===== config.mk =====
export PLATFORM = sky130hd
export DESIGN_NAME = hpdcache_sram_rmw_ctrl
export DESIGN_NICKNAME = d
export VERILOG_FILES = /design/src/rtl/hpdcache_sram_rmw_ctrl.sv
export SDC_FILE = /design/constraint.sdc
export NUM_CORES = 1
export LEC_CHECK = 0
export CAP_MARGIN = 10
export CORE_UTILIZATION = 41
export CTS_BUF_LIST = sky130_fd_sc_hd__clkbuf_8
export DETAILED_ROUTE_END_ITERATION = 6
export HOLD_SLACK_MARGIN = 0.03
export PLACE_DENSITY_LB_ADDON = 0.1
export SYNTH_ARGS = -nofsm -noshare
export SYNTH_HDL_FRONTEND = slang
export SYNTH_SLANG_ARGS = --single-unit

===== constraint.sdc =====
create_clock -name clk -period 2.5 [get_ports clk]
set_input_delay 0.5 -clock clk [delete_from_list [all_inputs] [get_ports clk]]
set_output_delay 0.5 -clock clk [all_outputs]
set_load 0.01 [all_outputs]

===== src/rtl/hpdcache_sram_rmw_ctrl.sv =====
// hpdcache_sram_rmw_ctrl: byte-enabled 1RW front-end for a full-word SRAM.
// Partial writes become an SRAM read followed by a merged full-word write.
module hpdcache_sram_rmw_ctrl #(
    parameter int ADDR_SIZE = 8,
    parameter int DATA_SIZE = 32
) (
    input  logic                   clk,
    input  logic                   rst,
    input  logic                   req_valid,
    output logic                   req_ready,
    input  logic                   req_we,
    input  logic [ADDR_SIZE-1:0]   req_addr,
    input  logic [DATA_SIZE-1:0]   req_wdata,
    input  logic [DATA_SIZE/8-1:0] req_wbyteenable,
    output logic                   rsp_valid,
    output logic [DATA_SIZE-1:0]   rsp_rdata,
    output logic                   sram_cs,
    output logic                   sram_we,
    output logic [ADDR_SIZE-1:0]   sram_addr,
    output logic [DATA_SIZE-1:0]   sram_wdata,
    input  logic [DATA_SIZE-1:0]   sram_rdata
);
    localparam int BE_SIZE = DATA_SIZE / 8;

    if (DATA_SIZE % 8 != 0) begin : g_data_size_chk
        $error("DATA_SIZE must be a multiple of 8");
    end

    typedef enum logic {IDLE, RMW_WR} state_t;

    state_t               state_q, state_d;
    logic [ADDR_SIZE-1:0] pend_addr_q, pend_addr_d;
    logic [DATA_SIZE-1:0] pend_wdata_q, pend_wdata_d;
    logic [BE_SIZE-1:0]   pend_be_q, pend_be_d;
    logic                 rsp_valid_q, rsp_valid_d;
    logic                 accept;
    logic                 be_full;
    logic                 be_none;
    logic [DATA_SIZE-1:0] merged;

    assign be_full   = &req_wbyteenable;
    assign be_none   = ~|req_wbyteenable;
    assign req_ready = !rst && (state_q == IDLE);
    assign accept    = req_valid && req_ready;
    assign rsp_rdata = sram_rdata;
    // A response due in a reset cycle is dropped.
    assign rsp_valid = rsp_valid_q && !rst;

    always_comb begin
        merged = sram_rdata;
        for (int i = 0; i < BE_SIZE; i++) begin
            if (pend_be_q[i]) begin
                merged[8*i +: 8] = pend_wdata_q[8*i +: 8];
            end
        end
    end

    always_comb begin
        state_d      = state_q;
        pend_addr_d  = pend_addr_q;
        pend_wdata_d = pend_wdata_q;
        pend_be_d    = pend_be_q;
        rsp_valid_d  = accept && !req_we;
        sram_cs      = 1'b0;
        sram_we      = 1'b0;
        sram_addr    = req_addr;
        sram_wdata   = req_wdata;
        unique case (state_q)
            IDLE: begin
                if (accept) begin
                    if (!req_we) begin
                        sram_cs = 1'b1;
                    end else if (be_full) begin
                        sram_cs = 1'b1;
                        sram_we = 1'b1;
                    end else if (!be_none) begin
                        sram_cs      = 1'b1;
                        pend_addr_d  = req_addr;
                        pend_wdata_d = req_wdata;
                        pend_be_d    = req_wbyteenable;
                        state_d      = RMW_WR;
                    end
                end
            end
            RMW_WR: begin
                sram_cs    = !rst;
                sram_we    = 1'b1;
                sram_addr  = pend_addr_q;
                sram_wdata = merged;
                state_d    = IDLE;
            end
            default: state_d = IDLE;
        endcase
    end

    always_ff @(posedge clk) begin
        if (rst) begin
            state_q      <= IDLE;
            pend_addr_q  <= '0;
            pend_wdata_q <= '0;
            pend_be_q    <= '0;
            rsp_valid_q  <= 1'b0;
        end else begin
            state_q      <= state_d;
            pend_addr_q  <= pend_addr_d;
            pend_wdata_q <= pend_wdata_d;
            pend_be_q    <= pend_be_d;
            rsp_valid_q  <= rsp_valid_d;
        end
    end
endmodule


==> results of run 1 <==
## registers in the layout (all words and copies together) (netlist names)
| name | flops |
|---|---|
| rsp_valid_q | 1 |
| pend_addr_q | 8 |
| pend_be_q | 4 |
| state_q | 1 |
| pend_wdata_q | 32 |
## worst max-delay path: cells and delay by family
kind / cells / cell delay [ns]
compound gates: 2 / 0.21
buf+inv: 2 / 0.70
simple gates: 1 / 0.52
## cell usage after synthesis (all sizes together)
library cell	count
mux2	52
dfxtp	46
nor2b	45
buf	39
a21oi	33
nor2	33
mux2i	32
clkbuf	15
inv	2
o21ai	2
and3	1
and3b	1
nand4	1
nand4bb	1
or4	1
## path summary, 6_finish.rpt
kind / endpoint / slack, ns / from
max: sram_cs / 0.08 / req_wbyteenable[0]
min: pend_be_q[3] / 0.58 / req_wbyteenable[3]
max reg2reg: pend_wdata_q[14] / 0.57 / state_q
min reg2reg: pend_wdata_q[12] / 0.62 / pend_wdata_q[12]
## layer usage
layer	part of all wire	track usage
met5	0	0
met4	0.0042	0.0402
met3	0.058	0.0417
met2	0.48	0.320
met1	0.45	0.235
## logic make-up (layout without fill, tap and decap cells)
group,Yosys count,in the layout
AO/OA/AOI/OAI,35,35
buffers and inverters,56,174
flip-flops,46,46
multiplexers,84,84
AND/OR/NAND/NOR,83,83
## layout by cell type, fill, tap and decap left out, types with 2 or more instances in the layout
cell,n
clkdlybuf4s50_1,151
nor2b_1,45
dfxtp_1,43
mux2_4,39
nor2_1,33
a21oi_1,33
mux2i_1,32
mux2_2,13
buf_4,7
clkbuf_8,5
inv_1,2
dlymetal6s2s_1,2
dfxtp_2,2
buf_12,2
## cell type report
cell class,instances,share of cell area
Clock buffer,5,0.0154
Clock inverter,3,0.00476
Inverter,2,0.00168
Multi-Input combinational cell,202,0.376
Sequential cell,46,0.208
Tap cell,96,0.0269
Timing Repair Buffer,164,0.368
## power by group through the flow
stage	logic (mW)	registers, mW	clock network, mW
floorplan	0.303	0.801	0
global route	0.606	0.815	0.529
CTS	0.572	0.809	0.496
finish	0.566	0.809	0.476
detailed placement	0.568	0.825	0
global placement	0.563	0.824	0
## stage by stage
stage                     setup slack [ns]  utilization  std cells  setup TNS [ns]
after CTS                           0.0104        0.641        518               0
after floorplan                      0.590            -        304               0
final                               0.0755        0.643        518               0
after global placement              -0.208        0.628        510          -0.208
after detailed placement            -0.220        0.628        510          -0.220
after global routing               0.00266        0.643        518               0
## timing repair
item	in CTS	in global routing
hold buffers	0	0
gates resized for setup	3	5
setup endpoints to repair	3	6
pin swaps	0	0
setup buffers	0	0
==> qor.csv, run 1 <==
metric,value,unit
grt ovf,0,
pins over their slew limit,0,
xor-xnor portion of the synthesized cell area,0,
Synth area leaders,"dfxtp_1 (31%), mux2_4 (20%), mux2i_1 (11%)",
Layout Area Growth over Synthesis,49.0,%
initial antenna violation count,0,
Internal,1.34,mW
Net Sw Frac,0.275,
Fmax achieved,412,MHz
Gate Count Post-Synth,304,
DP Wirelength,5140,um
Post-Syn Nets,384,
Worst EP arrival,1.92,ns
worst path cell trace,"clkdlybuf4s50_1, or4_4, o21ai_1, a21oi_1, dlygate4sd2_1",
Die Y,87.5,um
"area leader, netlist",dfxtp_1,
gr usage total,0.185,
"Clk pin slew, worst setup/hold paths",0.10,ns
CTS root buffer,clkbuf_8,
clk_lat worst skew,0.30,ns
placed inst area,0.00436,mm^2
main combinational cell family by area after synthesis,multiplexers,
status,finished clean,
Critical Path Max Stage Delay,0.52,ns
Worst Hold Depth,3,
worst-case clock buffer depth,2,
minimum clock period,2.42,ns
top cell type's share of synthesized area,0.307,
# rows,30,
gpl congestion,0.775,
Antenna Cells,0,
Fin. Hold Viols,0,
iteration-0 DRC count of the detailed router,32,
Synth warnings,0,
Critical Path RT,2.00,ns
Flop pwr share,0.437,
Ports,156,
RSZ-0062 raised after global routing,false,
register area share after synthesis,0.307,
maximum vdd drop,297,uV
Via density,4.70,
Die Span X,87.5,um
cts bufs inserted,5,
multi-input gate area in the final layout,0.00168,mm^2
post-synthesis mux area share,0.351,
CORE AREA,0.00694,mm^2
Yosys reg bits,46,
CP max FO,2,
layout cells sized above 1,0.178,
Mapped Area,0.00300,mm^2
Synth Area in Compound Gates,0.0585,
pin count of the biggest net entering global routing,47,
Slew HR,0.629,
FF-to-FF path depth,5,
Initial Utilization,0.432,
die area,0.00765,mm^2
number of port buffers,155,
CP endpoint kind,primary output,
Unique masters post-synth,19,
global-route wire length before repair,11100,um
Post-Synth Simple-Gate Area,0.149,
H-tree levels,2,
worst hold slack,0.582,ns
# Max-Cap Violations,0,
CTS tree,done,
ANT nets after route,0,
Total Power,1.85,mW
Hold WC Path Type,input pin to flip-flop,
startpoint types,input pin,
CP max stage cell,or4_4,
adder-cell share of the synthesized area,0,
vias in the first global route,2308,
CP Class,input pin to primary output,
final setup vio count,0,
Clock Power Share,0.257,
Cell Pwr Density,415,mW/mm^2
Pre-Repair DR Iteration Count,5,
CTS sink count,46,
drt wl/cell,14.1,um
total number of vias,2436,
Net Switching,0.509,mW
fin area,0.00447,mm^2
nets,501,
worst slew pin tran,0.555,ns
fill count,591,
Logic pwr share,0.306,
mean area per synthesized cell,9.86,um^2
DRC viols,0,
clock skew,0.00761,ns
period utilization,0.970,
FF+latch area,927,um^2
Final Routed Wirelength,7320,um
LEAKAGE,1.74,nW
Power figures use the tool's default switching activity.
==> run 2, diff against run 1 <==
--- a/config.mk
+++ b/config.mk
@@ -11,6 +11,8 @@
 export DETAILED_ROUTE_END_ITERATION = 6
 export HOLD_SLACK_MARGIN = 0.03
 export PLACE_DENSITY_LB_ADDON = 0.1
+export SETUP_SLACK_MARGIN = 0.02
+export SKIP_LAST_GASP = 1
 export SYNTH_ARGS = -nofsm -noshare
 export SYNTH_HDL_FRONTEND = slang
 export SYNTH_SLANG_ARGS = --single-unit
==> qor.csv, run 2 (synthesis gave the netlist of run 1 again) <==
metric,value,unit,change
status,finished clean,,
pins over their slew limit,0,,unchanged
# Max-Cap Violations,0,,unchanged
maximum vdd drop,297,uV,about the same
final setup vio count,0,,unchanged
Die Span X,87.5,um,unchanged
Fin. Hold Viols,0,,unchanged
CP Class,input pin to primary output,,
LEAKAGE,1.74,nW,+0.33%
Critical Path Stages,5,,unchanged
number of port buffers,155,,unchanged
worst slew pin tran,0.357,ns,-0.198 ns
"Clk pin slew, worst setup/hold paths",0.10,ns,about the same
Ports,156,,unchanged
cts bufs inserted,5,,unchanged
iteration-0 DRC count of the detailed router,36,,+13%
CTS sink count,46,,unchanged
most frequent cells in the layout,"clkdlybuf4s50_1 (151), nor2b_1 (45), dfxtp_1 (41)",,
Critical Path Max Stage Delay,0.52,ns,about the same
gpl congestion,0.775,,unchanged
global-route wire length before repair,11100,um,unchanged
startpoint types,input pin,,
CTS tree,done,,
FF-to-FF path depth,5,,unchanged
Final Routed Wirelength,7340,um,+0.22%
Layout Area Growth over Synthesis,49.4,%,
Critical Path RT,2.00,ns,about the same
Cell Pwr Density,414,mW/mm^2,-0.12%
period utilization,0.970,,about the same
CP endpoint kind,primary output,,
"Core Util, Final",0.645,,+0.00144
crit path buf inv count,2,,unchanged
CP max FO,2,,unchanged
Via density,4.69,,-0.19%
Net Sw Frac,0.275,,about the same
Fmax achieved,412,MHz,about the same
worst path cell trace,"clkdlybuf4s50_1, or4_4, o21ai_1, a21oi_1, dlygate4sd2_1",,
Net Switching,0.510,mW,+0.16%
Logic pwr share,0.307,,about the same
"most common cell after layout, fill and taps aside",clkdlybuf4s50_1,,
Setup TNS,0,ns,unchanged
CTS Hold Bufs,0,,unchanged
Flop pwr share,0.436,,about the same
total number of vias,2436,,unchanged
die area,0.00765,mm^2,unchanged
Regs by FF count,"pend_wdata_q: 32 flops, pend_addr_q: 8 flops, pend_be_q: 4 flops",,
worst-case clock buffer depth,2,,unchanged
ANT nets after route,0,,unchanged
# rows,30,,unchanged
Initial Utilization,0.432,,unchanged
nets,502,,+0.20%
Internal,1.34,mW,about the same
Hold WC Path Type,input pin to flip-flop,,
Worst path top cell family by delay,buffers and inverters,,
clk_lat worst skew,0.30,ns,about the same
Slew HR,0.762,,+0.133
DP Wirelength,5140,um,unchanged
gr usage total,0.185,,unchanged
DRC viols,0,,unchanged
Antenna Cells,0,,unchanged
H-tree levels,2,,unchanged
grt ovf,0,,unchanged
CTS root buffer,clkbuf_8,,
clock skew,0.00701,ns,-0.000596 ns
Worst EP arrival,1.92,ns,about the same
Worst Hold Depth,3,,unchanged
layout cells sized above 1,0.184,,+0.00667
initial antenna violation count,0,,unchanged
Reg with most FFs,pend_wdata_q,,
CORE AREA,0.00694,mm^2,unchanged
Pre-Repair DR Iteration Count,5,,unchanged
pin count of the biggest net entering global routing,47,,unchanged
max reg flops,32,,unchanged
Clock Power Share,0.257,,about the same
RSZ-0062 raised after global routing,false,,
vias in the first global route,2308,,unchanged
CP max stage cell,or4_4,,
Die Y,87.5,um,unchanged
minimum clock period,2.42,ns,-0.0000835 ns
drt wl/cell,14.1,um,about the same
## run 2: cell count changes in the layout (fill, tap and decap cells not counted)
cell,change
clkbuf_4,+1
dfxtp_2,+2
dfxtp_1,-2
## run 2: power by group through the flow
stage	logic (mW)	clock network [mW]	registers [mW]
2_1_floorplan	0.303	0	0.801
3_3_place_gp	0.563	0	0.824
3_5_place_dp	0.568	0	0.825
4_1_cts	0.571	0.496	0.809
5_1_grt	0.608	0.529	0.814
6_report	0.569	0.477	0.807
## run 2: cell type report
type | instances | area (um^2)
clock buffer | 5 | 68.8
clock inverter | 3 | 21.3
fill | 589 | 2470
inverter | 2 | 7.51
multi-input combinational | 202 | 1680
sequential | 46 | 930
tap | 96 | 120
timing repair buffer | 165 | 1650
## run 2: stage by stage
stage | hold slack [ns] | cell area [um^2] | setup WS (ns) | cells | power [mW]
2_1_floorplan | 0.569 | 3000 | 0.590 | 304 | 1.10
3_3_place_gp | 0.586 | 4360 | -0.208 | 510 | 1.39
3_5_place_dp | 0.592 | 4360 | -0.220 | 510 | 1.39
4_1_cts | 0.586 | 4450 | -0.0253 | 518 | 1.88
5_1_grt | 0.577 | 4480 | 0.0365 | 519 | 1.95
6_report | 0.582 | 4480 | 0.0756 | 519 | 1.85
## run 2: path summary, 6_finish.rpt
check / end / slack (ns) / start
worst max register to register: pend_wdata_q[14] / 0.61 / state_q
worst min register to register: pend_wdata_q[12] / 0.62 / pend_wdata_q[12]
worst max-delay path: sram_cs / 0.08 / req_wbyteenable[0]
worst min-delay path: pend_be_q[3] / 0.58 / req_wbyteenable[3]
## run 2: worst reg2reg max path, cell delays in order (launching register included)
cell and delay, ns:
dfxtp_4 0.41, buf_4 0.19, nand4bb_1 0.19, and3b_2 0.28
buf_12 0.30, mux2_2 0.41
## run 2: repair_timing
item / in CTS / in global routing
setup endpoints to repair: 6 / 12
pin swaps: 0 / 0
hold endpoints to repair: 0 / 0
buffers inserted: 0 / 1
resized for setup: 2 / 8
## run 2: routing by layer
metal | global-route usage | up-vias | wire length, um
met4 | 0.0402 | 0 | 31
met3 | 0.0417 | 2 | 417
li1 | - | 1233 | -
met1 | 0.235 | 1123 | 3340
met5 | 0 | - | 0
met2 | 0.320 | 78 | 3550
==> run 3, diff against run 2 <==
--- a/config.mk
+++ b/config.mk
@@ -5,8 +5,9 @@
 export SDC_FILE = /design/constraint.sdc
 export NUM_CORES = 1
 export LEC_CHECK = 0
+export ABC_AREA = 1
 export CAP_MARGIN = 10
-export CORE_UTILIZATION = 41
+export CORE_UTILIZATION = 42
 export CTS_BUF_LIST = sky130_fd_sc_hd__clkbuf_8
 export DETAILED_ROUTE_END_ITERATION = 6
 export HOLD_SLACK_MARGIN = 0.03
==> qor.csv, run 3 <==
metric,value,unit,change
status,finished clean,,
Worst R2R End,pend_addr_q[4],,
mean area per synthesized cell,6.77,um^2,-31%
worst-case clock buffer depth,2,,unchanged
CP Class,input pin to primary output,,
Slew HR,0.303,,-0.459
Critical Path Start,req_wbyteenable[0],,
adder-cell share of the synthesized area,0,,unchanged
Clock Power Share,0.232,,-0.025
H-tree levels,2,,unchanged
Mapped Area,0.00316,mm^2,+5.5%
main combinational cell family by area after synthesis,simple AND/OR/NAND/NOR gates,,
startpoint types,input pin,,
multi-input gate area in the final layout,0.00161,mm^2,-3.8%
Main synth FF type,dfxtp_1,,
Layout Area Growth over Synthesis,46.8,%,
# rows,31,,+3.3%
Net Switching,0.557,mW,+9.3%
Post-synth EDFFs,0,,unchanged
Reg2Reg Setup Slack,0.97,ns,+0.36 ns
crit path buf inv count,2,,unchanged
register area share after synthesis,0.291,,-0.0159
Unique masters post-synth,21,,+2
number of port buffers,155,,unchanged
RSZ-0062 raised after global routing,false,,
ANT nets after route,0,,unchanged
pin count of the biggest net entering global routing,45,,-4.3%
total number of vias,3285,,+35%
pins over their slew limit,0,,unchanged
"most common cell after layout, fill and taps aside",clkdlybuf4s50_1,,
Regs by FF count,"pend_wdata_q: 32 flops, pend_addr_q: 8 flops, pend_be_q: 4 flops",,
Ports,156,,unchanged
Pre-Repair DR Iteration Count,5,,unchanged
Synth warnings,0,,unchanged
initial antenna violation count,0,,unchanged
Flop pwr share,0.430,,-0.006
FF-to-FF path depth,7,,+2
launching point of the worst reg2reg path,state_q,,
die area,0.00788,mm^2,+2.9%
"Clk pin slew, worst setup/hold paths",0.08,ns,-0.02 ns
Net Sw Frac,0.299,,+0.0235
Final Routed Wirelength,8380,um,+14%
hold_sp,pend_wdata_q[10],,
grt ovf,0,,unchanged
worst path cell trace,"clkdlybuf4s50_1, nand2_1, nor2_4, a31o_2, clkdlybuf4s50_1",,
Antenna Cells,0,,unchanged
Worst EP arrival,1.93,ns,about the same
Yosys reg bits,46,,unchanged
CP max FO,3,,+1
Worst Hold Depth,2,,-1
Logic pwr share,0.339,,+0.032
period utilization,0.970,,about the same
LEAKAGE,1.95,nW,+12%
vias in the first global route,3084,,+34%
Critical Path Stages,5,,unchanged
CTS tree,done,,
cts bufs inserted,5,,unchanged
top cell type's share of synthesized area,0.291,,-0.0159
Crit path top cell by count,clkdlybuf4s50_1,,
final setup margin,0.0749,ns,-0.000665 ns
Critical Path RT,2.00,ns,about the same
maximum vdd drop,265,uV,-11%
Hold Path End,pend_wdata_q[10],,
gr usage total,0.214,,+0.0285
worst slew pin tran,1.04,ns,+0.686 ns
clk_lat worst skew,0.30,ns,about the same
clock skew,0.00821,ns,+0.00120 ns
Gate Count Post-Synth,467,,+54%
fill count,701,,+19%
Synth area leaders,"dfxtp_1 (29%), nor2_2 (16%), buf_4 (8.6%)",,
Reg with most FFs,pend_wdata_q,,
most instantiated library cell after synthesis,nor2_2,,
CORE AREA,0.00725,mm^2,+4.5%
CP max stage cell,clkdlybuf4s50_1,,
Internal,1.31,mW,-2.5%
nets,664,,+32%
CTS root buffer,clkbuf_8,,
Fmax achieved,412,MHz,about the same
CP endpoint kind,primary output,,
final setup vio count,0,,unchanged
Critical Path Max Stage Delay,0.53,ns,about the same
Hold WC Path Type,flip-flop to flip-flop,,
Post-Synth Simple-Gate Area,0.371,,+0.222
Post-Syn Nets,547,,+42%
Cell Pwr Density,402,mW/mm^2,-2.8%
Die Span X,88.7,um,+1.4%
xor-xnor portion of the synthesized cell area,0,,unchanged
"area leader, netlist",dfxtp_1,,
Worst path top cell family by delay,buffers and inverters,,
"worst slack, placed",-0.0941,ns,+0.126 ns
Fin. Hold Viols,0,,unchanged
"top cells by count, synth","nor2_2 (79), nand2_1 (56), inv_1 (49), nor2_1 (47), dfxtp_1 (46)",,
post-synthesis mux area share,0,,-0.351
Synth Area in Compound Gates,0.135,,+0.0769
layout cells sized above 1,0.195,,+0.0108
ys async rst share,0,,unchanged
max reg flops,32,,unchanged
drt wl/cell,12.3,um,-13%
most frequent cells in the layout,"clkdlybuf4s50_1 (154), nor2_2 (79), nand2_1 (56)",,
Initial Utilization,0.436,,+0.00421
Via density,4.81,,+2.5%
CTS sink count,46,,unchanged
gpl congestion,0.758,,-2.1%
# Max-Cap Violations,0,,unchanged
global-route wire length before repair,13300,um,+20%
Die Y,88.7,um,+1.4%
minimum clock period,2.43,ns,+0.000665 ns
DP Wirelength,5990,um,+16%
DRC viols,0,,unchanged
"Core Util, Final",0.640,,-0.00486
iteration-0 DRC count of the detailed router,127,,+250%
FF+latch area,922,um^2,-0.81%
-- run 3: cell types whose count changed after synthesis, moves of 39 or more --
cell,change
inv_1,+47
nor2b_1,-45
nand2_1,+56
mux2_4,-39
o21ai_0,+39
nand3_1,+45
nor2_2,+79
-- run 3: what timing repair did --
| action | in CTS | in global routing |
|---|---|---|
| pin swaps | 0 | 1 |
| setup endpoints to repair | 2 | 5 |
| setup buffers | 0 | 1 |
| hold buffers | 0 | 0 |
| gates resized for setup | 4 | 1 |
-- run 3: stage by stage --
stage	cells	area [um^2]	hold slack (ns)	total power, mW	setup TNS (ns)
6_report	683	4640	0.489	1.87	0
5_1_grt	683	4640	0.523	1.98	0
3_3_place_gp	675	4540	0.468	1.44	-0.135
3_5_place_dp	675	4540	0.478	1.45	-0.127
2_1_floorplan	467	3160	0.456	1.15	0
4_1_cts	682	4630	0.492	1.89	0
-- run 3: worst max path at each step --
stage	to	slack [ns]
2_1_floorplan	sram_cs	0.73
6_report	sram_we	0.07
5_1_grt	sram_we	0.03
4_1_cts	sram_we	0.003
3_3_place_gp	sram_we	-0.09
3_5_place_dp	sram_we	-0.09
-- run 3: logic make-up (layout without fill, tap and decap cells) --
| logic type | Yosys count | after routing |
|---|---|---|
| simple gates | 232 | 232 |
| buf+inv | 113 | 230 |
| compound gates | 76 | 76 |
| flops | 46 | 46 |
-- run 3: routing by layer --
metal | wire [um] | up-vias | global-route usage
li1 | - | 1687 | -
met1 | 3620 | 1490 | 0.249
met2 | 4190 | 104 | 0.391
met3 | 510 | 4 | 0.0513
met4 | 61 | 0 | 0.0543
met5 | 0 | - | 0
-- run 3: cell type report --
type                       instances  area share
inverter                          52      0.0431
clock inverter                     2     0.00243
multi-input combinational        308       0.348
timing repair buffer             171       0.366
sequential                        46       0.199
tap                               99      0.0267
clock buffer                       5      0.0148
-- run 3: power groups by stage --
| stage | Sequential (mW) | Clock (mW) | Combinational (mW) |
|---|---|---|---|
| floorplan | 0.805 | 0 | 0.344 |
| detailed placement | 0.818 | 0 | 0.633 |
| CTS | 0.802 | 0.450 | 0.636 |
| global route | 0.807 | 0.481 | 0.687 |
| global placement | 0.817 | 0 | 0.626 |
| finish | 0.802 | 0.433 | 0.632 |
-- run 3: worst min-delay path: cells and delay by family (launching register included) --
family	cells	cell delay [ns]
flip-flops	1	0.32
AND/OR/NAND/NOR	2	0.14
